### config.mk
export PLATFORM = sky130hd
export DESIGN_NAME = pc_fetch_stage
export DESIGN_NICKNAME = d
export VERILOG_FILES = /design/src/rtl/pc_fetch_stage_pkg.sv /design/src/rtl/pc_fetch_stage_if_id_reg.sv /design/src/rtl/pc_fetch_stage.sv
export SDC_FILE = /design/constraint.sdc
export NUM_CORES = 1
export LEC_CHECK = 0
export CAP_MARGIN = 25
export CORE_AREA = 2 2 107 120
export CTS_CLUSTER_DIAMETER = 200
export DETAILED_ROUTE_END_ITERATION = 8
export DIE_AREA = 0 0 109 122
export PLACE_DENSITY = 0.81
export SETUP_SLACK_MARGIN = 0.5
export SYNTH_ARGS = -nofsm -noshare
export SYNTH_HDL_FRONTEND = slang
export SYNTH_SLANG_ARGS = --single-unit
### constraint.sdc
create_clock -name i_clk -period 5.2 [get_ports i_clk]
set_clock_uncertainty 0.1 [all_clocks]
set_input_delay 1.04 -clock i_clk [delete_from_list [all_inputs] [get_ports i_clk]]
set_output_delay 1.04 -clock i_clk [all_outputs]
set_load 0.01 [all_outputs]
### src/rtl/pc_fetch_stage_pkg.sv
// Shared definitions for the instruction-fetch stage: reset/bubble constants,
// FSM state encoding and the IF/ID payload layout.
package pc_fetch_stage_pkg;

    localparam logic [31:0] RESET_PC_DEFAULT  = 32'h0000_0000;
    localparam logic [31:0] NOP_INSTR_DEFAULT = 32'h0000_0013;

    typedef enum logic [1:0] {
        ST_BOOT   = 2'd0,
        ST_FETCH  = 2'd1,
        ST_HALTED = 2'd2
    } fetch_state_e;

    // 97-bit IF/ID payload: pc, pc+4, instruction, valid
    typedef struct packed {
        logic [31:0] pc;
        logic [31:0] pc4;
        logic [31:0] instr;
        logic        valid;
    } if_id_t;

    function automatic if_id_t make_bubble(input logic [31:0] nop_instr);
        if_id_t b;
        b.pc    = 32'h0;
        b.pc4   = 32'h0;
        b.instr = nop_instr;
        b.valid = 1'b0;
        return b;
    endfunction

endpackage

### src/rtl/pc_fetch_stage_if_id_reg.sv
// IF/ID pipeline register: reset/bubble inserts a NOP, load captures a new
// fetch, otherwise the contents hold.
module if_id_reg
    import pc_fetch_stage_pkg::*;
#(
    parameter logic [31:0] NOP_INSTR = NOP_INSTR_DEFAULT
) (
    input  logic   i_clk,
    input  logic   i_rst,
    input  logic   i_load,
    input  logic   i_bubble,
    input  if_id_t i_data,
    output if_id_t o_data
);

    if_id_t r_data;

    // Bubble wins over load so a squash can never be lost to a concurrent fetch.
    always_ff @(posedge i_clk) begin
        if (i_rst || i_bubble) begin
            r_data <= make_bubble(NOP_INSTR);
        end else if (i_load) begin
            r_data <= i_data;
        end
    end

    assign o_data = r_data;

endmodule

### src/rtl/pc_fetch_stage.sv
// Instruction-fetch stage: PC register, redirect/stall/flush priority, BOOT/FETCH/HALTED
// control and the IF/ID register feeding decode.
module pc_fetch_stage
    import pc_fetch_stage_pkg::*;
#(
    parameter logic [31:0] RESET_PC  = RESET_PC_DEFAULT,
    parameter logic [31:0] NOP_INSTR = NOP_INSTR_DEFAULT
) (
    input  logic        i_clk,
    input  logic        i_rst,
    input  logic        i_stall,
    input  logic        i_flush,
    input  logic        i_branch_taken,
    input  logic [31:0] i_branch_target,
    input  logic        i_halt_req,
    input  logic [31:0] i_pc_plus4,
    input  logic [31:0] i_imem_rdata,
    output logic [31:0] o_pc_out,
    output logic [31:0] o_if_id_pc,
    output logic [31:0] o_if_id_pc4,
    output logic [31:0] o_if_id_instr,
    output logic        o_if_id_valid,
    output logic        o_halted,
    output logic        o_misalign_err
);

    fetch_state_e r_state;
    logic [31:0]  r_pc;
    logic         r_halted;
    logic         r_misalign;

    logic   w_load;
    logic   w_bubble;
    if_id_t w_fetch;
    if_id_t w_if_id;

    // Redirect and halt both squash IF/ID; stall freezes it and masks flush.
    always_comb begin
        w_load   = 1'b0;
        w_bubble = 1'b0;
        case (r_state)
            ST_FETCH: begin
                if (i_branch_taken || i_halt_req) begin
                    w_bubble = 1'b1;
                end else if (!i_stall) begin
                    if (i_flush) begin
                        w_bubble = 1'b1;
                    end else begin
                        w_load = 1'b1;
                    end
                end
            end
            default: w_bubble = 1'b1;
        endcase
    end

    always_ff @(posedge i_clk) begin
        if (i_rst) begin
            r_state    <= ST_BOOT;
            r_pc       <= RESET_PC;
            r_halted   <= 1'b0;
            r_misalign <= 1'b0;
        end else begin
            r_misalign <= 1'b0;
            case (r_state)
                ST_BOOT: r_state <= ST_FETCH;
                ST_FETCH: begin
                    if (i_branch_taken) begin
                        r_pc       <= {i_branch_target[31:2], 2'b00};
                        r_misalign <= |i_branch_target[1:0];
                    end else if (i_halt_req) begin
                        r_state  <= ST_HALTED;
                        r_halted <= 1'b1;
                    end else if (!i_stall) begin
                        r_pc <= i_pc_plus4;
                    end
                end
                ST_HALTED: r_state <= ST_HALTED;
                default:   r_state <= ST_BOOT;
            endcase
        end
    end

    assign w_fetch.pc    = r_pc;
    assign w_fetch.pc4   = i_pc_plus4;
    assign w_fetch.instr = i_imem_rdata;
    assign w_fetch.valid = 1'b1;

    if_id_reg #(
        .NOP_INSTR(NOP_INSTR)
    ) u_if_id_reg (
        .i_clk   (i_clk),
        .i_rst   (i_rst),
        .i_load  (w_load),
        .i_bubble(w_bubble),
        .i_data  (w_fetch),
        .o_data  (w_if_id)
    );

    assign o_pc_out       = r_pc;
    assign o_if_id_pc     = w_if_id.pc;
    assign o_if_id_pc4    = w_if_id.pc4;
    assign o_if_id_instr  = w_if_id.instr;
    assign o_if_id_valid  = w_if_id.valid;
    assign o_halted       = r_halted;
    assign o_misalign_err = r_misalign;

endmodule

### Word-level counts from Yosys, hierarchy flattened

Index checks and enable logic that the tools add are counted.

* register bits after elaboration: 133
* input bits: 102
* output and inout bits: 131
* word-level logic and storage cells: 38

* equality and inequality tests: 6
* multiplexer cells: 14
* bitwise operators: 2
* reduce and logical (&&, ||, !) cells: 8

Operators by type and width (number)
* $mux 32: 3
* $mux 1: 8
* $ne 2x2->1 const B: 3
* $pmux 2 s3: 1
* $reduce_and 3->1: 2
* $mux 2: 2
* $reduce_or 3->1: 1
* $eq 2x1->1 const B: 1
* $eq 2x2->1 const B: 1
* $logic_not 2->1: 1
* $logic_or 1x1->1: 2
* $ne 2x1->1 const B: 1
* $not 1->1: 2
* $reduce_and 2->1: 1
* $reduce_or 2->1: 1

### Longest topological paths before layout

* depth after elaboration: 5
* gate-level depth with buffers: 8
* mapped depth without buffers: 5

### Modules after synthesis

Synthesis repeated with hierarchy kept, for this count alone.

* cells, all modules: 490
* area total of the unflattened synthesis: 5370.2 sq um

Modules (own cells, without submodules)
* if_id_reg: instances 1, cells an instance 315, area an instance 3478.3 sq um, seq. area each 1941.9 sq um
* pc_fetch_stage: instances 1, cells an instance 175, area an instance 1891.8 sq um, seq. area each 720.7 sq um

### Least setup slack after synthesis

OpenSTA, ideal clock, no wires.

* kind: input port to flip-flop
* start: input i_branch_taken
* end: register u_if_id_reg.r_data (netlist bit u_if_id_reg.o_data[35])
* setup time: 132 ps
* data arrival time: 2152 ps
* data required time: 4968 ps
* slack: 2816 ps
* stages on the path: 6
* path buffers: 3
* cells stage by stage: buf_6 -> or4b_4 -> buf_6 -> buf_6 -> o21ai_1 -> a21oi_1

* word-level cells in the longest chain between the ends: 4
* elaborated cells between the ends (all ways): 6
* classes of those cells: mux (4); reduce/logical (2)

RTL lines
* start: declaration: RTL line pc_fetch_stage.sv:13 `input logic i_branch_taken,`
* $logic_or 1x1->1 *: RTL line pc_fetch_stage.sv:43 `if (i_branch_taken || i_halt_req) begin`
* $mux 1: RTL line pc_fetch_stage.sv:43
* $mux 1: RTL line pc_fetch_stage.sv:41 `case (r_state)`
* $logic_or 1x1->1: RTL line pc_fetch_stage_if_id_reg.sv:20 `if (i_rst || i_bubble) begin`
* end signal: assignment: RTL line pc_fetch_stage_if_id_reg.sv:21 `r_data <= make_bubble(NOP_INSTR);`
* end signal: assignment: RTL line pc_fetch_stage_if_id_reg.sv:23 `r_data <= i_data;`
* end: declaration: RTL line pc_fetch_stage_if_id_reg.sv:16 `if_id_t r_data;`

Mark *: on every way between the ends. The rest lies on a longest branch, timed or not.
A chain may end at the register's enable or synchronous reset.

### Worst setup path in the final report

* start: input i_rst
* end: register u_if_id_reg.r_data (netlist bit u_if_id_reg.o_data[5])

* word-level cells in the longest chain between the ends: 1

RTL lines
* start: declaration: RTL line pc_fetch_stage.sv:10 `input logic i_rst,`
* $logic_or 1x1->1: RTL line pc_fetch_stage_if_id_reg.sv:20

No other way between the ends.

==> run_results.csv <==
group,metric,value,unit
run_status,status,"finished, final reports clean",
detailed_routing,route.detailed.drc,0,
placed_design,detailed_placer_s_ending_hpwl,11.3,mm
timing,setup_viol_count_final,0,
timing,rsz_0062_raised_after_global_routing,"no",
cts,cts_hold_buffers,0,
cts,cts.htree.levels,4,
placed_design,place.port_buffers,232,
layout,n_fill_cell,1003,
synth,synth_seq_cells,133,
cts,numCtsBuffers,17,
layout,finalInstanceArea,8240,um2
placed_design,placement.cell_area,7580,um2
synth,synth_seq_area_share,0.499,
setup_path,setup.worst_path.class,"in2reg",
grt,first_global_vias,5187,
pwr,total_leakage_power,2.65,nW
setup_path,crit_family,"buffers and inverters",
cts,postCtsResizedCells,0,
run,timing.max_cap.violations,0,
floorplanning,chipWidth,109,um
setup_path,critical_path_cell_count,6,
placed_design,placer_s_final_routability_congestion_estimate,0.827,
floorplanning,die_h,122,um
cts,clk_transition_reported_paths,0.06,ns
grt,overflow,0,
cts,postCtsSetupRepairBufs,0,
detailed_routing,detailroute.via_count,5467,
setup_path,worst_r2r_path_depth,5,
setup_path,cp_cell_sequence,"clkdlybuf4s50_1 -> buf_4 -> nor4b_1 -> o21ai_4 -> buf_4 -> a211o_1",
placed_design,pre_cts_slack,1.41,ns
cts,clock_tree.root_cell,"sky130_fd_sc_hd__clkbuf_16",
cts,cts_tree,"built",
floorplanning,floorplan.core_area,12200,um2
timing,minimum_period_implied_by_the_final_worst_setup_slack,3.15,ns
timing,hold_violations,0,
timing,finalHoldWorstSlack,0.373,ns
layout,final_net_count,905,
cts,clockBufferDepth,2,
synth,post_synthesis_instance_total,612,
grt,overall_track_demand_over_capacity_in_global_routing,0.254,
timing,maxClockFrequency,317,MHz
setup_path,required,5.40,ns
grt,maximum_number_of_pins_on_one_net_before_global_route_repair,98,
setup_path,path_common_cell,"sky130_fd_sc_hd__buf_4",
timing,min_period_over_period,0.607,
detailed_routing,detail_route.first_pass.iterations,5,
grt,grt_first_pass_wirelength,26.3,mm
timing,timing_max_transition_violations_final,0,
detailed_routing,detail_route.wirelength,17.4,mm
synth,netlist_area,5340,um2
setup_path,critical_path.max_fanout,61,
floorplanning,design.die.area,13300,um2
floorplanning,io_pins,233,
pwr,power_density,370,nW/um2
timing,tns,0,ns
setup_path,critical_path.startpoint_type,"primary input",
cts,clock-sinks,133,
pwr,ir_drop,0.000241,V
setup_path,worst_setup_path_end_kind,"flip-flop",
worst_hold_path,timing.hold.worst_path_depth,2,
layout,area.growth.synth_to_final,54.4,%
cts,clkLatencyLatePin,0.41,ns
detailed_routing,vias_per_cell,5.63,
synth,synth.distinct_cells,27,
timing,maxSlewHeadroom,0.299,
setup_path,slowest_stage_cell_on_the_critical_path,"sky130_fd_sc_hd__nor4b_1",
detailed_routing,detailedRoute.firstIterationViolations,388,
detailed_routing,ant_nets,0,
pwr,design_power,3.05,mW
timing,setup_ws,2.05,ns
setup_path,crit_path_max_incr_delay,0.48,ns
layout,antenna_cells,0,
synth,syn_nets,716,
floorplanning,initial_core_util,0.437,
synth,synthesis.area_per_instance,8.72,um2
floorplanning,std_cell_rows,43,
worst_hold_path,hold_path.class,"reg2reg",
detailed_routing,post_drt_wl_per_cell,17.9,um
synth,synthesis.yosys.warnings,0,
setup_path,cp.arrival,3.35,ns
layout,ratio_of_cells_with_drive_above_1_in_the_final_layout,0.0577,
grt,antenna_violations_before_repair,0,
setup_path,critical_path.n_buffers_inverters,3,
timing,worst_pin_slew,1.05,ns
[tightest hold or removal path: cells and delay by family (launching register included)]
| family | cells | cell delay (ns) |
|---|---|---|
| compound gates | 1 | 0.06 |
| simple gates | 1 | 0.06 |
| flops | 1 | 0.31 |
[kinds of logic (layout without fill, tap and decap cells)]
kind of cell	after synthesis	after routing	synth area share
muxes	30	30	0.0563
buffers and inverters	74	276	0.0684
and+or+nand+nor	111	111	0.108
AOI/OAI and AO/OA	262	262	0.264
DFF	133	133	0.499
adders and majority gates	2	2	0.00469
[where the power goes]
part / total, mW / internal [mW] / switching, mW
sequential: 1.17 / 1.10 / 0.0687
clock: 1.28 / 0.842 / 0.437
combinational: 0.605 / 0.289 / 0.316
total: 3.05 / 2.23 / 0.821
[metal layers]
layer / GRT usage / vias up / share of wire
met4: 0.0978 / 0 / 0.021
li1: - / 2609 / -
met1: 0.286 / 2587 / 0.39
met3: 0.0974 / 36 / 0.096
met2: 0.431 / 235 / 0.49
met5: 0 / - / 0
[registers in the layout, indices dropped and copies added (netlist names)]
signal and cells:
u_if_id_reg.o_data 97, o_pc_out 32, r_state 2, o_halted 1, o_misalign_err 1
[synthesized netlist by cell type]
cell type,instances,share of area
sky130_fd_sc_hd__nor3_1,1,0.00094
sky130_fd_sc_hd__dfxtp_1,133,0.50
sky130_fd_sc_hd__and2_1,1,0.0012
sky130_fd_sc_hd__buf_6,8,0.017
sky130_fd_sc_hd__o21ai_0,37,0.035
sky130_fd_sc_hd__buf_1,7,0.0049
sky130_fd_sc_hd__nor2_1,4,0.0028
sky130_fd_sc_hd__clkbuf_1,37,0.026
sky130_fd_sc_hd__nand3b_1,2,0.0028
sky130_fd_sc_hd__inv_1,3,0.0021
sky130_fd_sc_hd__nand2_1,1,0.00070
sky130_fd_sc_hd__ha_1,2,0.0047
sky130_fd_sc_hd__a211o_1,3,0.0049
sky130_fd_sc_hd__a21oi_1,127,0.12
sky130_fd_sc_hd__or4b_4,1,0.0026
sky130_fd_sc_hd__a211oi_1,30,0.042
sky130_fd_sc_hd__o21bai_1,1,0.0014
sky130_fd_sc_hd__inv_2,1,0.00070
sky130_fd_sc_hd__buf_4,2,0.0028
sky130_fd_sc_hd__nor2b_1,1,0.0012
sky130_fd_sc_hd__nor4b_1,2,0.0033
sky130_fd_sc_hd__o21ai_1,61,0.057
sky130_fd_sc_hd__a21boi_0,3,0.0042
sky130_fd_sc_hd__mux2i_1,30,0.056
sky130_fd_sc_hd__nand3_1,95,0.089
sky130_fd_sc_hd__nand2b_1,3,0.0035
sky130_fd_sc_hd__buf_2,16,0.015
[stage by stage]
stage               cells   util
floorplan             612      -
global placement      938  0.621
detailed placement    938  0.621
CTS                   970  0.673
global route          971  0.675
finish                971  0.675
[cell usage in the layout (no fill, tap or decap), drive strengths merged]
master / count
dfxtp: 133
a211oi: 30
nand3: 95
clkdlybuf4s50: 230
a21oi: 127
mux2i: 30
ha: 2
clkbuf: 21
nand2b: 3
nor2: 4
inv: 4
o21ai: 98
nand3b: 2
bufinv: 4
clkinv: 3
clkinvlp: 4
nor3: 1
nor2b: 1
nor4b: 2
a211o: 3
buf: 10
a21boi: 3
nand2: 1
o21bai: 1
and2: 1
or4b: 1
[final timing paths]
kind | endpoint | start | slack, ns
max | u_if_id_reg.o_data[5] | i_rst | 2.05
min | r_state[1] | r_state[1] | 0.37
min reg2reg | r_state[1] | r_state[1] | 0.37
max reg2reg | u_if_id_reg.o_data[5] | r_state[0] | 2.25
[layout make-up]
class                   count  area, um2  area share
clock buffers              21        470      0.0571
multi-input cells         405       2340       0.284
repair buffers            240       2380       0.289
well taps                 157        196      0.0238
flip-flops and latches    133       2660       0.323
inverters                   4       16.3     0.00197
clock inverters            11        173      0.0210
No activity file was read; power rests on OpenSTA's default activity.
